===== src/rtl/dtw_pkg.sv =====
// Shared definitions for the DTW result path: unpacker state encoding and the
// record word order used by the core-side serialiser.
package dtw_pkg;

  // Read states share their encoding with the word index they consume.
  typedef enum logic [1:0] {
    S_QID = 2'd0,
    S_POS = 2'd1,
    S_VAL = 2'd2,
    S_OUT = 2'd3
  } state_t;

  localparam logic [1:0] WORD_QID = 2'd0;
  localparam logic [1:0] WORD_POS = 2'd1;
  localparam logic [1:0] WORD_VAL = 2'd2;

  localparam int unsigned REC_WORDS = 3;

  // True for states that pop a FIFO word.
  function automatic logic is_read_state(state_t s);
    return (s != S_OUT);
  endfunction

endpackage


===== src/rtl/dtw_result_unpacker_if.sv =====
// Result record handshake between the unpacker and host-side logic.
interface dtw_result_unpacker_if #(
  parameter int unsigned dtw_dwidth = 16,
  parameter int unsigned axi_dwidth = 32
);

  logic                  res_valid;
  logic                  res_ready;
  logic [axi_dwidth-1:0] res_qid;
  logic [axi_dwidth-1:0] res_position;
  logic [dtw_dwidth-1:0] res_minval;
  logic                  res_hit;

  modport master (
    output res_valid,
    output res_qid,
    output res_position,
    output res_minval,
    output res_hit,
    input  res_ready
  );

  modport slave (
    input  res_valid,
    input  res_qid,
    input  res_position,
    input  res_minval,
    input  res_hit,
    output res_ready
  );

endinterface


===== src/rtl/dtw_sat_counter.sv =====
// Saturating event counter with synchronous clear; holds at all-ones.
module dtw_sat_counter #(
  parameter int unsigned width = 32
) (
  input  logic             clk,
  input  logic             rst_n,
  input  logic             inc,
  input  logic             clr,
  output logic [width-1:0] count
);

  // Clear wins over increment; increment stops at the maximum value.
  always_ff @(posedge clk or negedge rst_n) begin
    if (!rst_n) begin
      count <= '0;
    end else if (clr) begin
      count <= '0;
    end else if (inc && (count != {width{1'b1}})) begin
      count <= count + 1'b1;
    end
  end

endmodule


===== src/rtl/dtw_result_unpacker.sv =====
// Pops 3-word DTW result records from a FWFT FIFO, reassembles them, applies
// an optional cost-threshold filter and presents kept records over valid/ready.
module dtw_result_unpacker
  import dtw_pkg::*;
#(
  parameter int unsigned dtw_dwidth = 16,
  parameter int unsigned axi_dwidth = 32
) (
  input  logic                   clk,
  input  logic                   rst_n,
  input  logic                   clear,
  input  logic                   filter_en,
  input  logic [axi_dwidth-1:0]  threshold,
  output logic                   fifo_rden,
  input  logic                   fifo_empty,
  input  logic [axi_dwidth-1:0]  fifo_data,
  dtw_result_unpacker_if.master  res,
  output logic [axi_dwidth-1:0]  rec_count,
  output logic [axi_dwidth-1:0]  hit_count,
  output logic                   fmt_err
);

  state_t state_q, state_d;

  logic                  pop;
  logic [1:0]            word_sel;
  logic [dtw_dwidth-1:0] cost;
  logic                  cost_hit;
  logic                  cost_bad;
  logic                  val_pop;
  logic                  unused_thr;

  logic [axi_dwidth-1:0] qid_q;
  logic [axi_dwidth-1:0] position_q;
  logic [dtw_dwidth-1:0] minval_q;
  logic                  hit_q;
  logic                  fmt_err_q;

  // Only the low cost bits of the threshold take part in the compare.
  assign unused_thr = ^threshold[axi_dwidth-1:dtw_dwidth];

  assign word_sel = state_q;
  assign cost     = fifo_data[dtw_dwidth-1:0];
  assign cost_hit = (cost < threshold[dtw_dwidth-1:0]);
  assign cost_bad = (fifo_data[axi_dwidth-1:dtw_dwidth] != '0);
  assign val_pop  = pop && (state_q == S_VAL);

  // State register.
  always_ff @(posedge clk or negedge rst_n) begin
    if (!rst_n) begin
      state_q <= S_QID;
    end else begin
      state_q <= state_d;
    end
  end

  // Next-state logic; clear aborts any record in progress.
  always_comb begin
    state_d = state_q;
    if (clear) begin
      state_d = S_QID;
    end else begin
      unique case (state_q)
        S_QID: if (pop) state_d = S_POS;
        S_POS: if (pop) state_d = S_VAL;
        S_VAL: begin
          if (pop) begin
            state_d = (filter_en && !cost_hit) ? S_QID : S_OUT;
          end
        end
        S_OUT: if (res.res_ready) state_d = S_QID;
        default: state_d = S_QID;
      endcase
    end
  end

  // Outputs: pop only in a read state with data, never during reset or clear.
  always_comb begin
    pop = 1'b0;
    if (rst_n && !clear && !fifo_empty && is_read_state(state_q)) begin
      pop = 1'b1;
    end
    fifo_rden     = pop;
    res.res_valid = (state_q == S_OUT);
  end

  // Record fields are captured word by word as they are popped.
  always_ff @(posedge clk or negedge rst_n) begin
    if (!rst_n) begin
      qid_q      <= '0;
      position_q <= '0;
      minval_q   <= '0;
      hit_q      <= 1'b0;
    end else if (pop) begin
      unique case (word_sel)
        WORD_QID: qid_q <= fifo_data;
        WORD_POS: position_q <= fifo_data;
        WORD_VAL: begin
          minval_q <= cost;
          hit_q    <= cost_hit;
        end
        default: ;
      endcase
    end
  end

  // Sticky format error for cost words with bits above the cost width.
  always_ff @(posedge clk or negedge rst_n) begin
    if (!rst_n) begin
      fmt_err_q <= 1'b0;
    end else if (clear) begin
      fmt_err_q <= 1'b0;
    end else if (val_pop && cost_bad) begin
      fmt_err_q <= 1'b1;
    end
  end

  dtw_sat_counter #(
    .width (axi_dwidth)
  ) u_rec_counter (
    .clk   (clk),
    .rst_n (rst_n),
    .inc   (val_pop),
    .clr   (clear),
    .count (rec_count)
  );

  dtw_sat_counter #(
    .width (axi_dwidth)
  ) u_hit_counter (
    .clk   (clk),
    .rst_n (rst_n),
    .inc   (val_pop && cost_hit),
    .clr   (clear),
    .count (hit_count)
  );

  assign res.res_qid      = qid_q;
  assign res.res_position = position_q;
  assign res.res_minval   = minval_q;
  assign res.res_hit      = hit_q;
  assign fmt_err          = fmt_err_q;

endmodule


===== src/flat_wrapper.sv =====
// flat-port wrapper written by rule: the top's interface ports become plain ports
module dtw_result_unpacker_flat import dtw_pkg::*;
#(
  parameter int unsigned dtw_dwidth = 16,
  parameter int unsigned axi_dwidth = 32
)
  (clk, rst_n, clear, filter_en, threshold, fifo_rden, fifo_empty, fifo_data, rec_count, hit_count, fmt_err, res_res_valid, res_res_qid, res_res_position, res_res_minval, res_res_hit, res_res_ready);
  dtw_result_unpacker_if #(.dtw_dwidth(dtw_dwidth), .axi_dwidth(axi_dwidth)) res_i ();
  input  logic clk;
  input  logic rst_n;
  input  logic clear;
  input  logic filter_en;
  input  logic [axi_dwidth-1:0] threshold;
  output logic fifo_rden;
  input  logic fifo_empty;
  input  logic [axi_dwidth-1:0] fifo_data;
  output logic [axi_dwidth-1:0] rec_count;
  output logic [axi_dwidth-1:0] hit_count;
  output logic fmt_err;
  output wire logic [$bits(res_i.res_valid)-1:0] res_res_valid;
  output wire logic [$bits(res_i.res_qid)-1:0] res_res_qid;
  output wire logic [$bits(res_i.res_position)-1:0] res_res_position;
  output wire logic [$bits(res_i.res_minval)-1:0] res_res_minval;
  output wire logic [$bits(res_i.res_hit)-1:0] res_res_hit;
  input wire logic [$bits(res_i.res_ready)-1:0] res_res_ready;
  assign res_res_valid = res_i.res_valid;
  assign res_res_qid = res_i.res_qid;
  assign res_res_position = res_i.res_position;
  assign res_res_minval = res_i.res_minval;
  assign res_res_hit = res_i.res_hit;
  assign res_i.res_ready = res_res_ready;
  dtw_result_unpacker #(.dtw_dwidth(dtw_dwidth), .axi_dwidth(axi_dwidth)) u_core (.clk(clk), .rst_n(rst_n), .clear(clear), .filter_en(filter_en), .threshold(threshold), .fifo_rden(fifo_rden), .fifo_empty(fifo_empty), .fifo_data(fifo_data), .res(res_i), .rec_count(rec_count), .hit_count(hit_count), .fmt_err(fmt_err));
endmodule

===== config.mk =====
export PLATFORM = sky130hd
export DESIGN_NAME = dtw_result_unpacker_flat
export DESIGN_NICKNAME = d
export VERILOG_FILES = /design/src/rtl/dtw_pkg.sv /design/src/rtl/dtw_result_unpacker_if.sv /design/src/rtl/dtw_sat_counter.sv /design/src/rtl/dtw_result_unpacker.sv /design/src/flat_wrapper.sv
export SDC_FILE = /design/constraint.sdc
export NUM_CORES = 1
export LEC_CHECK = 0
export BUFFER_PORTS_ARGS = -buffer_cell sky130_fd_sc_hd__buf_4
export CORE_MARGIN = 1
export CORE_UTILIZATION = 50
export DETAILED_ROUTE_END_ITERATION = 10
export GPL_ROUTABILITY_DRIVEN = 0
export HOLD_SLACK_MARGIN = 0.02
export PLACE_DENSITY = 0.83
export SETUP_SLACK_MARGIN = 0.05
export SYNTH_ARGS = -nofsm -noshare
export SYNTH_HDL_FRONTEND = slang
export SYNTH_HIERARCHICAL = 1
export SYNTH_SLANG_ARGS = --single-unit

===== constraint.sdc =====
create_clock -name clk -period 5.1 [get_ports clk]
set_input_delay 0.255 -clock clk [delete_from_list [all_inputs] [get_ports clk]]
set_output_delay 0.255 -clock clk [all_outputs]
set_load 0.005 [all_outputs]

==> results.yml <==
detailed_routing:
  num_vias: 5946
  drtIter0Drc: 446
  wl_per_cell_um: 16.6
  ant_nets: 0
  postRouteWirelength_um: 18000
  route.detailed.drc: 0
  vias_per_cell: 5.51
  drt_pass1_iterations: 5
run_status:
  status: "completed"
timing:
  hold_viol: 0
  fin_worst_skew_ns: 0.0126
  min_period_ns: 3.98
  max_freq_ghz: 0.251
  finalSetupViolations: 0
  fin_setup_tns_ns: 0
  tightest_slew_ns: 0.882
  max_slew_margin_pct: 41.2
  finalCritPeriodShare_pct: 78.0
  drv_slew: 0
  rsz0062_at_grt: "no"
clocking:
  clkLatencyLatePin_ns: 0.42
  cts_root_buf: "clkbuf_16"
  cts_buffers: 17
  cts_tree: "yes"
  clock-sinks: 148
  htree_levels: 4
  clk_pin_slew_worst_paths_ns: 0.06
  cts_buffer_depth: 2
  cts_setup_buffers: 0
die:
  die_w_um: 123
  start_util_pct: 52.0
  rows: 43
  ios: 218
  die_area_um2: 15100
  core_area_um2: 14000
  die_h_um: 123
worst_setup_path:
  crit_family: "simple AND/OR/NAND/NOR gates"
  cp_num_buf_inv: 3
  cp_cell_sequence: "dlygate4sd3_1 > buf_6 > and2b_1 > nand2b_1 > nand2b_1 > inv_2 > and3_1 > nand4_1 > a21o_1 > nor4_1 > mux2_2"
  cp_common_cell: "nand2b_1"
  slowest_delay_ns: 0.56
  cp-end-kind: "flop"
  critPathLaunchType: "primary input"
  cp_max_fo: 45
  cp_data_arrival_time_ns: 4.28
  required_ns: 5.40
  worstSetupPathType: "primary input to flop"
  cpMaxStageDelayCell: "nand2b_1"
synth:
  ys_top_cells_by_count: "dfrtp_1, mux2_2, nand2_1"
  synth_seq_area_share_pct: 50.7
  synth_top_area_share_pct: 50.7
  postSynthAreaPerCell_um2: 10.7
  ys_ff_latch: 148
  synthArstFlopShare_pct: 100
  synth_nets: 771
  synth_cell_types: 46
  synth_edf_count: 0
  synthFlopType: "dfrtp_1"
  synth_cells: 684
  yosys.area.top_type: "dfrtp_1"
  yosysMostFrequentCell: "dfrtp_1"
  ys_top_cells_by_area: "dfrtp_1, mux2_2, nand2_1"
  ys_warn_count: 6
  syn_area_um2: 7300
cells_and_area:
  drive_above_1_share_pct: 37.0
  num-nets-final: 973
  syn_to_final_growth_pct: 30.3
  postLayoutCellArea_um2: 9520
  diodes: 0
global_route:
  grt_pass1_vias: 5839
  grt_pass1_wl_um: 29300
  antenna_found_initial: 0
  grt_usage_pct: 25.3
  grt_start_max_net_pins: 86
  overflow: 0
pwr:
  power.density_nw_per_um2: 320
  p_leak_nw: 4.56
  ir_worst_vdd_mv: 0.271
hold_path:
  hold_class: "primary input to flop"
placement:
  place_hpwl_um: 12700
  place.port_buffers: 201
  dpl_cell_area_um2: 8960
job:
  cap_violations: 0
-- sequential cells by signal (all words and copies together), names as in the netlist --
name,flops
u_core/fmt_err,1
u_core/u_rec_counter/count,32
u_core/u_hit_counter/count,32
u_core/res.res_qid,32
u_core/res.res_position,32
u_core/state_q,2
u_core/res.res_minval,16
u_core/res.res_hit,1
-- through the flow --
stage	setup WS (ns)	hold WS (ns)	std cells	power, mW	util, %
final	1.12	0.0442	1079	3.05	67.8
after global routing	0.764	0.0534	1079	3.19	67.8
after CTS	1.10	0.0234	1079	3.09	67.8
after detailed placement	1.26	0.196	1046	1.93	63.8
after global placement	1.39	0.199	1046	1.91	63.8
after floorplan	2.35	-0.0406	684	1.59	-
-- cells by family (layout without fill, tap and decap cells) --
logic type	Yosys count	after routing	share of synthesized area [%]
adder cells (fa/ha/maj)	17	17	2.91
buffers and inverters	54	269	3.10
flip-flops	148	148	50.7
AO/OA/AOI/OAI	82	82	7.56
XOR/XNOR	26	26	3.12
multiplexers	79	79	12.2
AND/OR/NAND/NOR	278	278	20.4
-- layout make-up --
type | instances | area (um^2)
Multi-Input combinational cell | 482 | 3370
Tap cell | 180 | 225
Clock inverter | 12 | 100
Fill cell | 1103 | 4520
Clock buffer | 20 | 447
Timing Repair Buffer | 206 | 1550
Sequential cell | 148 | 3700
Inverter | 31 | 116
-- routing by layer --
| layer | global-route usage [%] | part of all wire (%) | up-vias |
|---|---|---|---|
| li1 | - | - | 2832 |
| met4 | 9.76 | 2.3 | 0 |
| met3 | 6.74 | 5.1 | 31 |
| met1 | 32.6 | 44 | 2924 |
| met2 | 40.6 | 49 | 159 |
| met5 | 0 | 0 | - |
-- worst register-to-register path, delay by kind of cell (launching register included) --
| kind | cells | cell delay, ns |
|---|---|---|
| AND/OR/NAND/NOR | 5 | 1.55 |
| buffers and inverters | 2 | 0.67 |
| flip-flops | 1 | 0.38 |
| multiplexers | 1 | 0.38 |
| AO/OA/AOI/OAI | 1 | 0.37 |
-- layout by cell type (no fill, tap or decap), types with 3 or more instances in the layout --
cell type | netlist | layout
clkinvlp_4 | 0 | 4
xnor2_1 | 20 | 20
a21oi_1 | 29 | 29
and2_1 | 7 | 7
ha_1 | 17 | 17
mux2i_1 | 3 | 3
or3_1 | 10 | 10
nand2_1 | 72 | 72
mux2_2 | 74 | 74
nand3_1 | 25 | 25
clkinv_4 | 0 | 4
nor4_2 | 4 | 4
nor2_1 | 62 | 62
inv_1 | 30 | 30
a31oi_1 | 3 | 3
and3_1 | 14 | 14
nand4_2 | 3 | 3
nand2b_1 | 7 | 7
nand4_1 | 16 | 16
a311oi_1 | 3 | 3
dfrtp_1 | 148 | 148
a211oi_1 | 11 | 11
or4_1 | 6 | 6
o31ai_1 | 6 | 6
xor2_1 | 6 | 6
a31o_2 | 4 | 4
a21o_1 | 6 | 6
buf_4 | 2 | 204
nor2b_1 | 13 | 13
clkbuf_16 | 0 | 17
inv_6 | 0 | 4
o21ai_0 | 13 | 13
nor4_1 | 12 | 12
nor3_1 | 10 | 10
nand3b_1 | 3 | 3
-- power breakdown --
| part | internal, mW | total [mW] | switching [mW] |
|---|---|---|---|
| registers | 1.32 | 1.39 | 0.0742 |
| clock network | 0.644 | 1.15 | 0.503 |
| logic | 0.313 | 0.511 | 0.198 |
-- timing repair --
action                    4_1_cts  5_1_grt
gates resized for setup         0        0
hold endpoints to repair       42        0
hold buffers                    1        0
-- final timing paths --
| check | startpoint | end | slack [ns] | depth (start not counted) |
|---|---|---|---|---|
| worst max-delay path | rst_n | u_core/u_rec_counter/count[31] | 1.12 | 11 |
| worst min-delay path | filter_en | u_core/state_q[0] | 0.04 | 2 |
| worst max register to register | u_core/state_q[1] | u_core/u_rec_counter/count[31] | 1.65 | 9 |
| worst min register to register | u_core/res.res_minval[8] | u_core/res.res_minval[8] | 0.48 | 2 |
| max in group asynchronous | rst_n | u_core/u_rec_counter/count[4] | 3.67 | 3 |
| min in group asynchronous | rst_n | u_core/res.res_position[1] | 0.33 | 2 |
Power figures use the tool's default switching activity.
